===== src/rtl/game_pkg.sv =====
// Shared types and constants for the game timer and display path.
// Holds the countdown state encoding and BCD digit width.
package game_pkg;

    typedef enum logic [1:0] {
        TMR_IDLE    = 2'd0,
        TMR_COUNT   = 2'd1,
        TMR_EXPIRED = 2'd2
    } tmr_state_t;

    localparam int GAME_TIMER_DEFAULT = 30;
    localparam int DIGIT_W            = 4;

    // Split a 0..99 value into {tens, ones} BCD digits.
    function automatic logic [2*DIGIT_W-1:0] to_bcd(input int value);
        logic [DIGIT_W-1:0] tens;
        logic [DIGIT_W-1:0] ones;
        tens = DIGIT_W'(value / 10);
        ones = DIGIT_W'(value % 10);
        return {tens, ones};
    endfunction

endpackage


===== src/rtl/game_countdown_timer_if.sv =====
// Signal bundle between game_fsm, the 1 Hz source and the countdown timer.
// master drives the timing/control inputs, slave is the timer itself.
interface game_countdown_timer_if
    import game_pkg::*;
#(
    parameter int GAME_TIMER = GAME_TIMER_DEFAULT
) ();

    localparam int TW = $clog2(GAME_TIMER + 1);

    logic                incrementClk;
    logic                game_active;
    logic                startGame;
    logic                timer_expired;
    logic [TW-1:0]       time_left;
    logic [DIGIT_W-1:0]  time_tens;
    logic [DIGIT_W-1:0]  time_ones;
    logic                time_warn;

    modport master (
        output incrementClk,
        output game_active,
        output startGame,
        input  timer_expired,
        input  time_left,
        input  time_tens,
        input  time_ones,
        input  time_warn
    );

    modport slave (
        input  incrementClk,
        input  game_active,
        input  startGame,
        output timer_expired,
        output time_left,
        output time_tens,
        output time_ones,
        output time_warn
    );

endinterface


===== src/rtl/game_countdown_timer_tick_sync.sv =====
// Two-flop synchroniser plus rising-edge detect for a slow async strobe.
// Produces a single registered clkIn-cycle pulse per rising edge.
module tick_sync (
    input  logic clkIn,
    input  logic reset,
    input  logic async_in,
    output logic tick_out
);

    logic sync1;
    logic sync2;
    logic prev;

    always_ff @(posedge clkIn or posedge reset) begin
        if (reset) begin
            sync1    <= 1'b0;
            sync2    <= 1'b0;
            prev     <= 1'b0;
            tick_out <= 1'b0;
        end else begin
            sync1    <= async_in;
            sync2    <= sync1;
            prev     <= sync2;
            tick_out <= sync2 & ~prev;
        end
    end

endmodule


===== src/rtl/game_countdown_timer.sv =====
// Round countdown timer with binary and BCD seconds-remaining outputs.
// Optional low-time warning output built only when TIMER_WARN_EN is defined.
module game_countdown_timer
    import game_pkg::*;
#(
    parameter int GAME_TIMER   = GAME_TIMER_DEFAULT,
    parameter int WARN_SECONDS = 5
) (
    input  logic                  clkIn,
    input  logic                  reset,
    game_countdown_timer_if.slave bus
);

    localparam int TW = $clog2(GAME_TIMER + 1);

    localparam logic [TW-1:0]        RELOAD    = TW'(GAME_TIMER);
    localparam logic [2*DIGIT_W-1:0] RELOAD_BCD = to_bcd(GAME_TIMER);
    localparam logic [DIGIT_W-1:0]   RL_TENS   = RELOAD_BCD[2*DIGIT_W-1:DIGIT_W];
    localparam logic [DIGIT_W-1:0]   RL_ONES   = RELOAD_BCD[DIGIT_W-1:0];

    if (GAME_TIMER < 1 || GAME_TIMER > 99) begin : g_bad_timer
        $error("GAME_TIMER out of range 1..99");
    end
    if (WARN_SECONDS < 0 || WARN_SECONDS > GAME_TIMER) begin : g_bad_warn
        $error("WARN_SECONDS out of range 0..GAME_TIMER");
    end

    tmr_state_t          state;
    tmr_state_t          state_d;
    logic [TW-1:0]       left_q;
    logic [TW-1:0]       left_d;
    logic [DIGIT_W-1:0]  tens_q;
    logic [DIGIT_W-1:0]  tens_d;
    logic [DIGIT_W-1:0]  ones_q;
    logic [DIGIT_W-1:0]  ones_d;
    logic                exp_q;
    logic                exp_d;
    logic                tick;

    tick_sync u_tick_sync (
        .clkIn    (clkIn),
        .reset    (reset),
        .async_in (bus.incrementClk),
        .tick_out (tick)
    );

    always_ff @(posedge clkIn or posedge reset) begin
        if (reset) begin
            state  <= TMR_IDLE;
            left_q <= RELOAD;
            tens_q <= RL_TENS;
            ones_q <= RL_ONES;
            exp_q  <= 1'b0;
        end else begin
            state  <= state_d;
            left_q <= left_d;
            tens_q <= tens_d;
            ones_q <= ones_d;
            exp_q  <= exp_d;
        end
    end

    // Abort and re-arm take priority over a coincident tick.
    always_comb begin
        state_d = state;
        left_d  = left_q;
        tens_d  = tens_q;
        ones_d  = ones_q;
        exp_d   = exp_q;
        unique case (state)
            TMR_IDLE: begin
                left_d = RELOAD;
                tens_d = RL_TENS;
                ones_d = RL_ONES;
                exp_d  = 1'b0;
                if (bus.game_active) begin
                    state_d = TMR_COUNT;
                end
            end
            TMR_COUNT: begin
                if (!bus.game_active) begin
                    state_d = TMR_IDLE;
                    left_d  = RELOAD;
                    tens_d  = RL_TENS;
                    ones_d  = RL_ONES;
                    exp_d   = 1'b0;
                end else if (tick) begin
                    if (left_q == TW'(1)) begin
                        state_d = TMR_EXPIRED;
                        left_d  = '0;
                        tens_d  = '0;
                        ones_d  = '0;
                        exp_d   = 1'b1;
                    end else begin
                        left_d = left_q - TW'(1);
                        if (ones_q == '0) begin
                            ones_d = DIGIT_W'(9);
                            tens_d = tens_q - DIGIT_W'(1);
                        end else begin
                            ones_d = ones_q - DIGIT_W'(1);
                        end
                    end
                end
            end
            TMR_EXPIRED: begin
                if (bus.startGame) begin
                    state_d = TMR_IDLE;
                    left_d  = RELOAD;
                    tens_d  = RL_TENS;
                    ones_d  = RL_ONES;
                    exp_d   = 1'b0;
                end
            end
            default: begin
                state_d = TMR_IDLE;
                left_d  = RELOAD;
                tens_d  = RL_TENS;
                ones_d  = RL_ONES;
                exp_d   = 1'b0;
            end
        endcase
    end

`ifdef TIMER_WARN_EN
    logic warn_q;
    logic warn_d;

    // Computed from next-state values so it moves with time_left.
    always_comb begin
        warn_d = (state_d == TMR_COUNT)
              && (left_d <= TW'(WARN_SECONDS))
              && (left_d != '0);
    end

    always_ff @(posedge clkIn or posedge reset) begin
        if (reset) begin
            warn_q <= 1'b0;
        end else begin
            warn_q <= warn_d;
        end
    end

    assign bus.time_warn = warn_q;
`else
    assign bus.time_warn = 1'b0;
`endif

    assign bus.timer_expired = exp_q;
    assign bus.time_left     = left_q;
    assign bus.time_tens     = tens_q;
    assign bus.time_ones     = ones_q;

endmodule


===== src/flat_wrapper.sv =====
// flat-port wrapper written by rule: the top's interface ports become plain ports
module game_countdown_timer_flat import game_pkg::*;
#(
    parameter int GAME_TIMER   = GAME_TIMER_DEFAULT,
    parameter int WARN_SECONDS = 5
)
  (clkIn, reset, bus_incrementClk, bus_game_active, bus_startGame, bus_timer_expired, bus_time_left, bus_time_tens, bus_time_ones, bus_time_warn);
  game_countdown_timer_if #(.GAME_TIMER(GAME_TIMER)) bus_i ();
  input  logic clkIn;
  input  logic reset;
  input wire logic [$bits(bus_i.incrementClk)-1:0] bus_incrementClk;
  input wire logic [$bits(bus_i.game_active)-1:0] bus_game_active;
  input wire logic [$bits(bus_i.startGame)-1:0] bus_startGame;
  output wire logic [$bits(bus_i.timer_expired)-1:0] bus_timer_expired;
  output wire logic [$bits(bus_i.time_left)-1:0] bus_time_left;
  output wire logic [$bits(bus_i.time_tens)-1:0] bus_time_tens;
  output wire logic [$bits(bus_i.time_ones)-1:0] bus_time_ones;
  output wire logic [$bits(bus_i.time_warn)-1:0] bus_time_warn;
  assign bus_i.incrementClk = bus_incrementClk;
  assign bus_i.game_active = bus_game_active;
  assign bus_i.startGame = bus_startGame;
  assign bus_timer_expired = bus_i.timer_expired;
  assign bus_time_left = bus_i.time_left;
  assign bus_time_tens = bus_i.time_tens;
  assign bus_time_ones = bus_i.time_ones;
  assign bus_time_warn = bus_i.time_warn;
  game_countdown_timer #(.GAME_TIMER(GAME_TIMER), .WARN_SECONDS(WARN_SECONDS)) u_core (.clkIn(clkIn), .reset(reset), .bus(bus_i));
endmodule

===== config.mk =====
export PLATFORM = sky130hd
export DESIGN_NAME = game_countdown_timer_flat
export DESIGN_NICKNAME = d
export VERILOG_FILES = /design/src/rtl/game_pkg.sv /design/src/rtl/game_countdown_timer_if.sv /design/src/rtl/game_countdown_timer_tick_sync.sv /design/src/rtl/game_countdown_timer.sv /design/src/flat_wrapper.sv
export SDC_FILE = /design/constraint.sdc
export NUM_CORES = 1
export LEC_CHECK = 0
export ABC_AREA = 0
export ABC_CLOCK_PERIOD_IN_PS = 1950
export CAP_MARGIN = 25
export CORE_MARGIN = 10
export CORE_UTILIZATION = 45
export CTS_CLUSTER_DIAMETER = 60
export DETAILED_ROUTE_END_ITERATION = 10
export PLACE_DENSITY = 0.75
export SETUP_SLACK_MARGIN = 0.3
export SLEW_MARGIN = 20
export SYNTH_ARGS = -nofsm -noshare
export SYNTH_HDL_FRONTEND = slang
export SYNTH_SLANG_ARGS = --single-unit

===== constraint.sdc =====
create_clock -name clkIn -period 1.95 [get_ports clkIn]
set_clock_uncertainty 0.2 [all_clocks]
set_input_delay 0.195 -clock clkIn [delete_from_list [all_inputs] [get_ports clkIn]]
set_output_delay 0.195 -clock clkIn [all_outputs]
set_load 0.005 [all_outputs]

==> out/results.tsv, run 1 <==
stage	metric	value	unit
clock_tree	library_cell_used_as_clock_root_buffer	clkbuf_4	
global_route	grt_first_pass_wirelength	5906	um
floorplanning	die_height	70.55	um
job	max-cap-violations	0	
yosys	synth_sequential_area_ratio	44.18	%
setup_path	timing.critical_path.required	2010	ps
yosys	post_synthesis_share_of_cell_area_spent_on_full_adders_half_adders_and_majority_gates	5.441	%
floorplanning	fp.coreArea	0.002455	mm2
clock_tree	clk_latency	310	ps
sta	fin_crit_sh	88.87	%
setup_path	reg2regPathDepth	5	
setup_path	crit_slowest_cell	dfstp_2	
route	drt_wl_total	3618	um
route	drt_iter0_drc	85	
route	routed_via_density	6.072	
yosys	synthArstFlopShare	100.0	%
yosys	post-synth-top-area-cell	dfrtp_1	
setup_path	critical_path.n_buffers_inverters	2	
setup_path	crit_arrival	1790	ps
place	globalplace.congestion	0.8425	
clock_tree	cts.hold.buffers_added	0	
yosys	synth_fp_nets	114	
global_route	grt_remaining_overflow	0	
yosys	synthesis.instances	104	
setup_path	worst_setup_path_end_kind	flop	
layout	number_of_nets_in_the_final_layout	162	
global_route	vias_in_the_first_global_route	1238	
yosys	synth_top_cells_by_count	dfrtp_1 (14), inv_1 (10), dfstp_2 (6), ha_1 (5), nor3_1 (5)	
route	drc	0	
layout	synthToLayoutAreaGrowth	54.41	%
yosys	post_synth_mux_area_share	0.8705	%
sta	drv_slew	0	
power	vdd.ir_drop.worst	0.5745	mV
place	hpwl	1982	um
yosys	synth_area_per_cell	11.06	um2
floorplanning	dieArea	0.004977	mm2
layout	layout-drive-gt1-share	48.34	%
setup_path	crit_chain	buf_4 > inv_1 > ha_2 > o31ai_4 > a22o_1	
global_route	globalRouteTotalUtil	14.07	%
route	drtAntennaViolNets	0	
clock_tree	cts_tree	built	
floorplanning	row_count	18	
yosys	synth_enable_flop_cells	0	
yosys	yosys.area_share.xor_xnor	0	%
sta	rsz0062_at_grt	true	
clock_tree	tritoncts_num_sinks	20	
route	dr_total_vias	1099	
yosys	ys_seq_elements	20	
setup_path	critPathTopFamily	flip-flops	
yosys	synth_compound_area_share	20.57	%
power	total_power	0.001172	W
sta	setup_viol	0	
sta	finalWorstPathRequiredPeriod	1733	ps
setup_path	levels_on_crit_path	5	
yosys	synthMostInstantiatedCell	dfrtp_1	
clock_tree	clock_transition_at_the_registers_of_the_reported_paths	120	ps
min_path	holdCritPathClass	in2async	
setup_path	worstPathMaxFanout	4	
yosys	syn-cell-area	0.001150	mm2
yosys	synth_cell_types	47	
yosys	post_synth_main_area_contributors	dfrtp_1 (30%), dfstp_2 (14%), ha_1 (5.4%), inv_1 (3.3%), a22o_1 (2.3%)	
floorplanning	initial_utilization	46.84	%
floorplanning	fp.dieW	70.55	um
route	drtPass1Iterations	4	
clock_tree	number_of_cts_inserted_buffers	3	
yosys	post_synth_and_or_nand_nor_area_fraction	22.31	%
floorplanning	floorplan.io_pins	20	
sta	final_hold_viol_count	0	
layout	postLayoutCoreUtil	72.32	%
place	port_buffers	18	
setup_path	cpPeakStageDelay	560	ps
clock_tree	cts_buffer_depth	2	
yosys	synth_top_family_by_area	simple AND/OR/NAND/NOR gates	
setup_path	timing.critical_path.from_type	flop	
clock_tree	htreeDepth	1	
status	run_status	finished clean	
sta	finalHoldWorstSlack	17.83	ps
yosys	ys.warnings.count	0	
sta	max_freq	0.5770	GHz
route	drt-wirelength-per-cell	19.99	um
yosys	synth_top_flop_cell	dfrtp_1	
setup_path	timing.setup.critical_path_class	reg2reg	
global_route	grt_start_max_net_pins	21	
power	power_density	660.1	mW/mm2
power	leakage	0.8096	nW
layout	antenna-diode-count	0	
global_route	antenna_found_initial	0	
yosys	synth_top_area_share	30.47	%
==> worst reg2reg max path: stages, from the launching register on <==
cell     delay, ps
dfstp_2        560
buf_4          120
inv_1           50
ha_2           290
o31ai_4        260
a22o_1         200
==> power breakdown <==
group / switching (W) / leakage, nW / internal (W) / total (W)
Sequential: 0.0000247 / 0.238 / 0.000450 / 0.000474
Combinational: 0.000166 / 0.544 / 0.000186 / 0.000352
Clock: 0.000138 / 0.0279 / 0.000208 / 0.000346
==> what timing repair did <==
action,CTS,global route
cloned,1,0
endpoints found under the setup margin,25,19
pin swaps,8,12
hold endpoints to repair,0,0
buffers inserted,21,6
gates resized for setup,26,24
==> cells in the final DEF, fill, tap and decap left out, types with 4 or more instances in the layout <==
master and instances:
dfrtp_1 9, dfrtp_2 5, buf_4 22, dlymetal6s2s_1 4
clkdlybuf4s50_1 7, dlygate4sd2_1 7, buf_6 7, dfstp_2 6
inv_1 7, a31oi_1 4
==> flip-flops by register name, summed over array words and instances (netlist names) <==
signal / flops
u_core.bus.time_left: 5
u_core.bus.time_ones: 4
u_core.bus.time_tens: 4
u_core.bus.timer_expired: 1
u_core.state: 2
u_core.u_tick_sync.prev: 1
u_core.u_tick_sync.sync1: 1
u_core.u_tick_sync.sync2: 1
u_core.u_tick_sync.tick_out: 1
==> per-stage QoR <==
stage               cell area, um2  instances  setup TNS (ps)  worst slack [ps]
detailed placement            1360        149          -19.99            -19.99
floorplan                     1170        104               0             295.9
CTS                           1639        175               0             223.7
global route                  1775        181               0             141.6
finish                        1775        181               0             217.0
global placement              1360        149               0             66.77
==> worst paths after layout <==
check / from / end / slack (ps)
worst max-delay path: u_core.bus.time_tens[1]$_DFFE_PP1P_ / u_core.bus.time_tens[1]$_DFFE_PP1P_ / 220
worst min-delay path: reset / u_core.bus.time_ones[2]$_DFFE_PP0P_ / 20
worst max register to register: u_core.bus.time_tens[1]$_DFFE_PP1P_ / u_core.bus.time_tens[1]$_DFFE_PP1P_ / 220
worst min register to register: u_core.u_tick_sync.sync1$_DFF_PP0_ / u_core.u_tick_sync.sync2$_DFF_PP0_ / 170
max in group asynchronous: reset / u_core.bus.time_left[3]$_DFFE_PP1P_ / 1260
min in group clkIn: bus_incrementClk / u_core.u_tick_sync.sync1$_DFF_PP0_ / 130
==> kinds of logic (layout without fill, tap and decap cells) <==
family | Yosys count | count (layout)
AO/OA/AOI/OAI | 31 | 31
adder cells (fa/ha/maj) | 5 | 5
buffers and inverters | 14 | 61
flip-flops | 20 | 20
multiplexers | 1 | 1
other | 1 | 1
AND/OR/NAND/NOR | 32 | 32
==> layout make-up <==
class,instances,area [um2]
clock buffers,3,22.52
clock inverters,1,30.03
well taps,30,37.54
repair buffers,47,425.4
inverters,10,37.54
multi-input cells,70,708.2
flip-flops and latches,20,514.2
fillers,182,679.4
==> metal layers <==
layer	global-route usage, %	share of wire, %
met5	0	0
met4	5.591	3.0
met3	4.463	5.3
met2	24.75	53
met1	15.30	39
Note: power is estimated with default switching activity, not from simulation.
==> run 2: changes to the inputs <==
SKIP_CTS_REPAIR_TIMING = 1   (was unset)
==> run 2 against run 1 <==
Flip-flop and latch count is the same. Cell area is 0.85% lower. Wire length shrank 6.0%. Critical path depth up 1. Highest routed layer unchanged. First-iteration DRC count is 15% lower. Sequential share of layout area up 0.25 points. Hold slack better by 2.4 ps. Final cell count shrank 4.4%.
==> out/results.tsv, run 2 (same netlist as run 1, synthesis figures left out) <==
stage	metric	value	unit	change
power	leakage	0.8146	nW	+0.62%
setup_path	worst_r2r_startpoint	u_core.bus.time_left[3]$_DFFE_PP1P_		
sta	final_hold_viol_count	0		unchanged
setup_path	crit_chain	buf_12 > buf_6 > nor4b_4 > buf_6 > o311ai_2 > a32o_1		
layout	antenna-diode-count	0		unchanged
route	drt_wl_total	3401	um	-6.0%
route	drtAntennaViolNets	0		unchanged
place	place_area	0.001360	mm2	unchanged
route	dr_total_vias	1076		-2.1%
setup_path	timing.critical_path.from_type	flop		
layout	number_of_nets_in_the_final_layout	154		-4.9%
global_route	globalRouteTotalUtil	11.70	%	-2.4 points
floorplanning	floorplan.io_pins	20		unchanged
floorplanning	row_count	18		unchanged
floorplanning	dieArea	0.004977	mm2	unchanged
place	hpwl	1982	um	unchanged
clock_tree	library_cell_used_as_clock_root_buffer	clkbuf_4		
sta	rsz0062_at_grt	true		
power	seq_power_share	43.2	%	+2.7 points
layout	final_common_cell	buf_4		
clock_tree	cts_tree	built		
global_route	grt_remaining_overflow	0		unchanged
layout	final_design_area_no_fill	0.001760	mm2	-0.85%
layout	fillerInstances	182		unchanged
setup_path	reg2regPathDepth	6		+1
setup_path	worst_setup_path_end_kind	flop		
global_route	grt_first_pass_wirelength	4968	um	-16%
floorplanning	fp.dieW	70.55	um	unchanged
layout	synthToLayoutAreaGrowth	53.10	%	
route	drc	0		unchanged
global_route	grt_start_max_net_pins	21		unchanged
min_path	holdCritPathClass	in2async		
sta	finalWorstPathRequiredPeriod	1739	ps	+6.384 ps
clock_tree	number_of_cts_inserted_buffers	3		unchanged
floorplanning	initial_utilization	46.84	%	unchanged
setup_path	timing.setup.critical_path_class	reg2reg		
power	p_switching	0.0003091	W	-5.9%
sta	max_freq	0.5749	GHz	-0.37%
sta	fin_crit_sh	89.20	%	+0.33 points
place	globalplace.congestion	0.8425		unchanged
clock_tree	tritoncts_num_sinks	20		unchanged
setup_path	cpPeakStageDelay	400	ps	-160 ps
job	max-cap-violations	0		unchanged
power	power_frac_comb	25.8	%	-4.2 points
layout	final_cell_mix	buf_4 (14), dlymetal6s2s_1 (11), dfrtp_1 (9), inv_1 (7), clkdlybuf4s50_1 (7)		
power	switching_part_of_the_total	27.63	%	-0.39 points
floorplanning	fp.coreArea	0.002455	mm2	unchanged
setup_path	critPathTopFamily	buffers and inverters		
route	drtPass1Iterations	4		unchanged
power	power_density	635.4	mW/mm2	-3.8%
route	drt_iter0_drc	72		-15%
setup_path	timing.critical_path.required	1960	ps	-50 ps
place	place_ws	-19.99	ps	unchanged
setup_path	cp_common_cell	buf_6		
setup_path	ff2ff_setup_slack	210	ps	about the same
power	p_clk_share	30.9	%	+1.4 points
layout	largest_register_ff_count	5		unchanged
setup_path	crit_arrival	1750	ps	-40 ps
global_route	antenna_found_initial	0		unchanged
power	power.internal	0.0008094	W	-4.1%
setup_path	worstPathMaxFanout	6		+2
global_route	vias_in_the_first_global_route	1036		-16%
setup_path	critical_path.n_buffers_inverters	3		+1
layout	layout-drive-gt1-share	44.06	%	-4.3 points
setup_path	crit_slowest_cell	dfstp_2		
sta	setup_viol	0		unchanged
sta	drv_slew	0		unchanged
sta	timing.final.ws_setup	210.6	ps	-6.384 ps
floorplanning	die_height	70.55	um	unchanged
status	run_status	finished clean		
clock_tree	clock_transition_at_the_registers_of_the_reported_paths	120	ps	about the same
power	vdd.ir_drop.worst	0.5707	mV	-0.67%
route	routed_via_density	6.220		+2.4%
place	port_buffers	18		unchanged
setup_path	regToRegEndpoint	u_core.bus.time_ones[2]$_DFFE_PP0P_		
clock_tree	clk_latency	310	ps	about the same
clock_tree	cts_buffer_depth	2		unchanged
clock_tree	htreeDepth	1		unchanged
sta	finalHoldWorstSlack	20.24	ps	+2.406 ps
route	drt-wirelength-per-cell	19.66	um	-1.7%
## run 2: cell types whose count changed in the layout (fill, tap and decap cells not counted), sizes merged
cell,delta
buf,-8
dlymetal6s2s,+7
dlygate4sd2,-7
## run 2: cell type report
class	count	area, um2	share of cell area, %
clock buffer	3	22.52	1.279
clock inverter	1	30.03	1.706
inverter	10	37.54	2.132
multi-input combinational	70	718.2	40.80
sequential	20	514.2	29.21
tap	30	37.54	2.132
timing repair buffer	39	400.4	22.74
## run 2: power by group through the flow
stage / combinational (W) / clock, W / sequential [W]
CTS: 0.000198 / 0.000345 / 0.000486
floorplan: 0.000116 / 0 / 0.000487
detailed placement: 0.000195 / 0 / 0.000493
global route: 0.000313 / 0.000380 / 0.000488
global placement: 0.000192 / 0 / 0.000491
finish: 0.000289 / 0.000346 / 0.000484
## run 2: stage by stage
step                      util (%)  instances  TNS (ps)  total power (W)
after floorplan                  -        104         0        0.0006031
after global placement       55.40        149         0        0.0006822
after detailed placement     55.40        149    -19.99        0.0006874
after CTS                    57.54        153    -101.3         0.001029
after global routing         71.71        173         0         0.001181
final                        71.71        173         0         0.001119
## run 2: worst max path at each step
| stage | cells after the start | slack [ps] | from | endpoint |
|---|---|---|---|---|
| finish | 6 | 210 | u_core.bus.time_left[3]$_DFFE_PP1P_ | u_core.bus.time_ones[2]$_DFFE_PP0P_ |
| global route | 6 | 150 | u_core.bus.time_left[3]$_DFFE_PP1P_ | u_core.bus.time_ones[2]$_DFFE_PP0P_ |
| CTS | 5 | -50 | u_core.bus.time_left[1]$_DFFE_PP1P_ | u_core.bus.time_tens[2]$_DFFE_PP0P_ |
| detailed placement | 5 | -20 | u_core.bus.time_left[1]$_DFFE_PP1P_ | u_core.bus.time_tens[2]$_DFFE_PP0P_ |
| global placement | 5 | 70 | u_core.bus.time_left[1]$_DFFE_PP1P_ | u_core.bus.time_tens[2]$_DFFE_PP0P_ |
| floorplan | 6 | 300 | u_core.bus.time_left[1]$_DFFE_PP1P_ | u_core.bus.time_ones[2]$_DFFE_PP0P_ |
## run 2: worst reg2reg max path, stage by stage (launching register included)
cell and delay [ps]:
dfstp_2 400, buf_12 120, buf_6 110, nor4b_4 290, buf_6 210, o311ai_2 90
a32o_1 230
## run 2: routing by layer
layer,track usage (%),part of all wire [%]
met4,3.871,2.7
met5,0,0
met1,14.15,39
met2,19.46,54
met3,3.347,4.9
==> run 3: changes to the inputs <==
GPL_TIMING_DRIVEN = 0   (was unset)
==> run 3 against run 2 <==
Hold slack improved by 86 ps. Die area did not move. Register-to-register slack got worse by 30 ps. Utilization fell by 5.1 points. Non-clock buffer count fell by 4. Worst setup slack got worse by 33 ps. First-iteration DRC count fell by 43%. Cell area fell by 7.1%. Flip-flop and latch count did not move. Power fell by 11%. Critical path depth did not move. Highest routed layer unchanged.
==> out/results.tsv, run 3 (same netlist as run 1, synthesis figures left out) <==
stage	metric	value	unit	change
status	run_status	finished clean		
route	dr_total_vias	1005		-6.6%
route	drt-wirelength-per-cell	18.85	um	-4.1%
sta	final.setup.tns	0	ps	unchanged
floorplanning	initial_utilization	46.84	%	unchanged
layout	fillerInstances	199		+9.3%
route	routed_via_density	5.947		-4.4%
global_route	vias_in_the_first_global_route	939		-9.4%
global_route	grt_start_max_net_pins	21		unchanged
setup_path	worstPathMaxFanout	5		-1
sta	tightest_slew	794.3	ps	
sta	maxSlewHeadroom	46.99	%	
route	drtPass1Iterations	4		unchanged
sta	rsz0062_at_grt	true		
layout	final_common_cell	buf_4		
sta	setup_viol	0		unchanged
route	drc	0		unchanged
layout	largest_register_ff_count	5		unchanged
global_route	globalRouteTotalUtil	11.20	%	-0.50 points
clock_tree	htreeDepth	1		unchanged
setup_path	crit_arrival	1780	ps	+30 ps
floorplanning	row_count	18		unchanged
global_route	grt_first_pass_wirelength	4650	um	-6.4%
setup_path	worst_setup_path_end_kind	flop		
sta	final_hold_viol_count	0		unchanged
place	port_buffers	18		unchanged
clock_tree	cts_tree	built		
setup_path	timing.critical_path.required	1960	ps	about the same
layout	multi_input_area	669.4	um2	-6.8%
layout	postLayoutCoreUtil	66.62	%	-5.1 points
clock_tree	clock_transition_at_the_registers_of_the_reported_paths	120	ps	about the same
sta	fin_crit_sh	90.87	%	+1.7 points
place	globalplace.congestion	0.7636		-9.4%
layout	area.sequential	510.5	um2	-0.73%
floorplanning	die_height	70.55	um	unchanged
layout	antenna-diode-count	0		unchanged
sta	drv_slew	0		unchanged
clock_tree	library_cell_used_as_clock_root_buffer	clkbuf_4		
clock_tree	tritoncts_num_sinks	20		unchanged
global_route	antenna_found_initial	0		unchanged
global_route	grt_remaining_overflow	0		unchanged
power	power_density	610.5	mW/mm2	-3.9%
route	drt_wl_total	3186	um	-6.3%
floorplanning	fp.coreArea	0.002455	mm2	unchanged
sta	max_freq	0.5643	GHz	-1.8%
power	leakage	0.7731	nW	-5.1%
setup_path	timing.setup.critical_path_class	reg2reg		
layout	number_of_nets_in_the_final_layout	150		-2.6%
job	max-cap-violations	0		unchanged
floorplanning	floorplan.io_pins	20		unchanged
floorplanning	fp.dieW	70.55	um	unchanged
layout	layout-drive-gt1-share	37.41	%	-6.6 points
route	drtAntennaViolNets	0		unchanged
clock_tree	cts_buffer_depth	2		unchanged
power	vdd.ir_drop.worst	0.4352	mV	-24%
sta	finalHoldWorstSlack	106.1	ps	+85.84 ps
min_path	holdCritPathClass	in2async		
floorplanning	dieArea	0.004977	mm2	unchanged
sta	finalWorstPathRequiredPeriod	1772	ps	+32.58 ps
layout	synthToLayoutAreaGrowth	42.22	%	
clock_tree	number_of_cts_inserted_buffers	3		unchanged
clock_tree	clk_latency	310	ps	about the same
power	total_power	0.0009984	W	-11%
route	drt_iter0_drc	41		-43%
layout	final_cell_mix	buf_4 (13), dfrtp_1 (12), dlymetal6s2s_1 (11), inv_1 (8), clkdlybuf4s50_1 (7)		
setup_path	timing.critical_path.from_type	flop		
place	hpwl	1978	um	-0.21%
-- run 3: cell count changes in the layout (fill, tap and decap cells not counted), sizes merged --
| cell | delta |
|---|---|
| clkbuf | +1 |
| bufinv | -1 |
| buf | -4 |
-- run 3: power breakdown --
group | internal (W) | leakage, nW | switching, W | total [W]
clock | 0.000114 | 0.0210 | 0.000140 | 0.000254
combinational | 0.000139 | 0.510 | 0.000129 | 0.000268
sequential | 0.000449 | 0.242 | 0.0000270 | 0.000476
total | 0.000702 | 0.773 | 0.000296 | 0.000998
-- run 3: through the flow --
stage | instance area (um2) | cells | setup WS (ps)
2_1_floorplan | 1170 | 104 | 295.9
3_3_place_gp | 1388 | 152 | 102.4
3_5_place_dp | 1388 | 152 | 50.40
4_1_cts | 1424 | 156 | 64.88
5_1_grt | 1635 | 169 | 101.8
6_report | 1635 | 169 | 178.0
-- run 3: path summary, 6_finish.rpt --
path | cells past startpoint | slack (ps) | end | from
min in group clkIn | 1 | 110 | u_core.u_tick_sync.sync1$_DFF_PP0_ | bus_incrementClk
max in group asynchronous | 2 | 900 | u_core.bus.time_ones[3]$_DFFE_PP0P_ | reset
min | 2 | 110 | u_core.bus.timer_expired$_DFFE_PP0P_ | reset
max | 6 | 180 | u_core.bus.time_tens[2]$_DFFE_PP0P_ | u_core.bus.time_left[1]$_DFFE_PP1P_
min reg2reg | 0 | 170 | u_core.u_tick_sync.sync2$_DFF_PP0_ | u_core.u_tick_sync.sync1$_DFF_PP0_
max reg2reg | 6 | 180 | u_core.bus.time_tens[2]$_DFFE_PP0P_ | u_core.bus.time_left[1]$_DFFE_PP1P_
-- run 3: area by class of cell --
| class | instances | share of cell area, % |
|---|---|---|
| plain buffers | 4 | 2.142 |
| well taps | 30 | 2.295 |
| repair buffers | 31 | 18.90 |
| flip-flops and latches | 20 | 31.22 |
| multi-input cells | 70 | 40.93 |
| inverters | 10 | 2.295 |
| clock buffers | 4 | 2.219 |
-- run 3: per-layer routing --
layer / vias up / part of all wire [%] / global-route usage (%)
met3: 5 / 4.6 / 2.929
met4: 0 / 1.2 / 3.871
met1: 504 / 43 / 14.72
met2: 29 / 51 / 17.27
met5: - / 0 / 0
li1: 467 / - / -
-- run 3: worst max-delay path, stage by stage, from the launching register on --
cell and delay [ps]:
dfstp_2 410, inv_2 70, ha_4 140, nor4b_4 320, buf_6 200, nor4_2 50
a211o_1 270
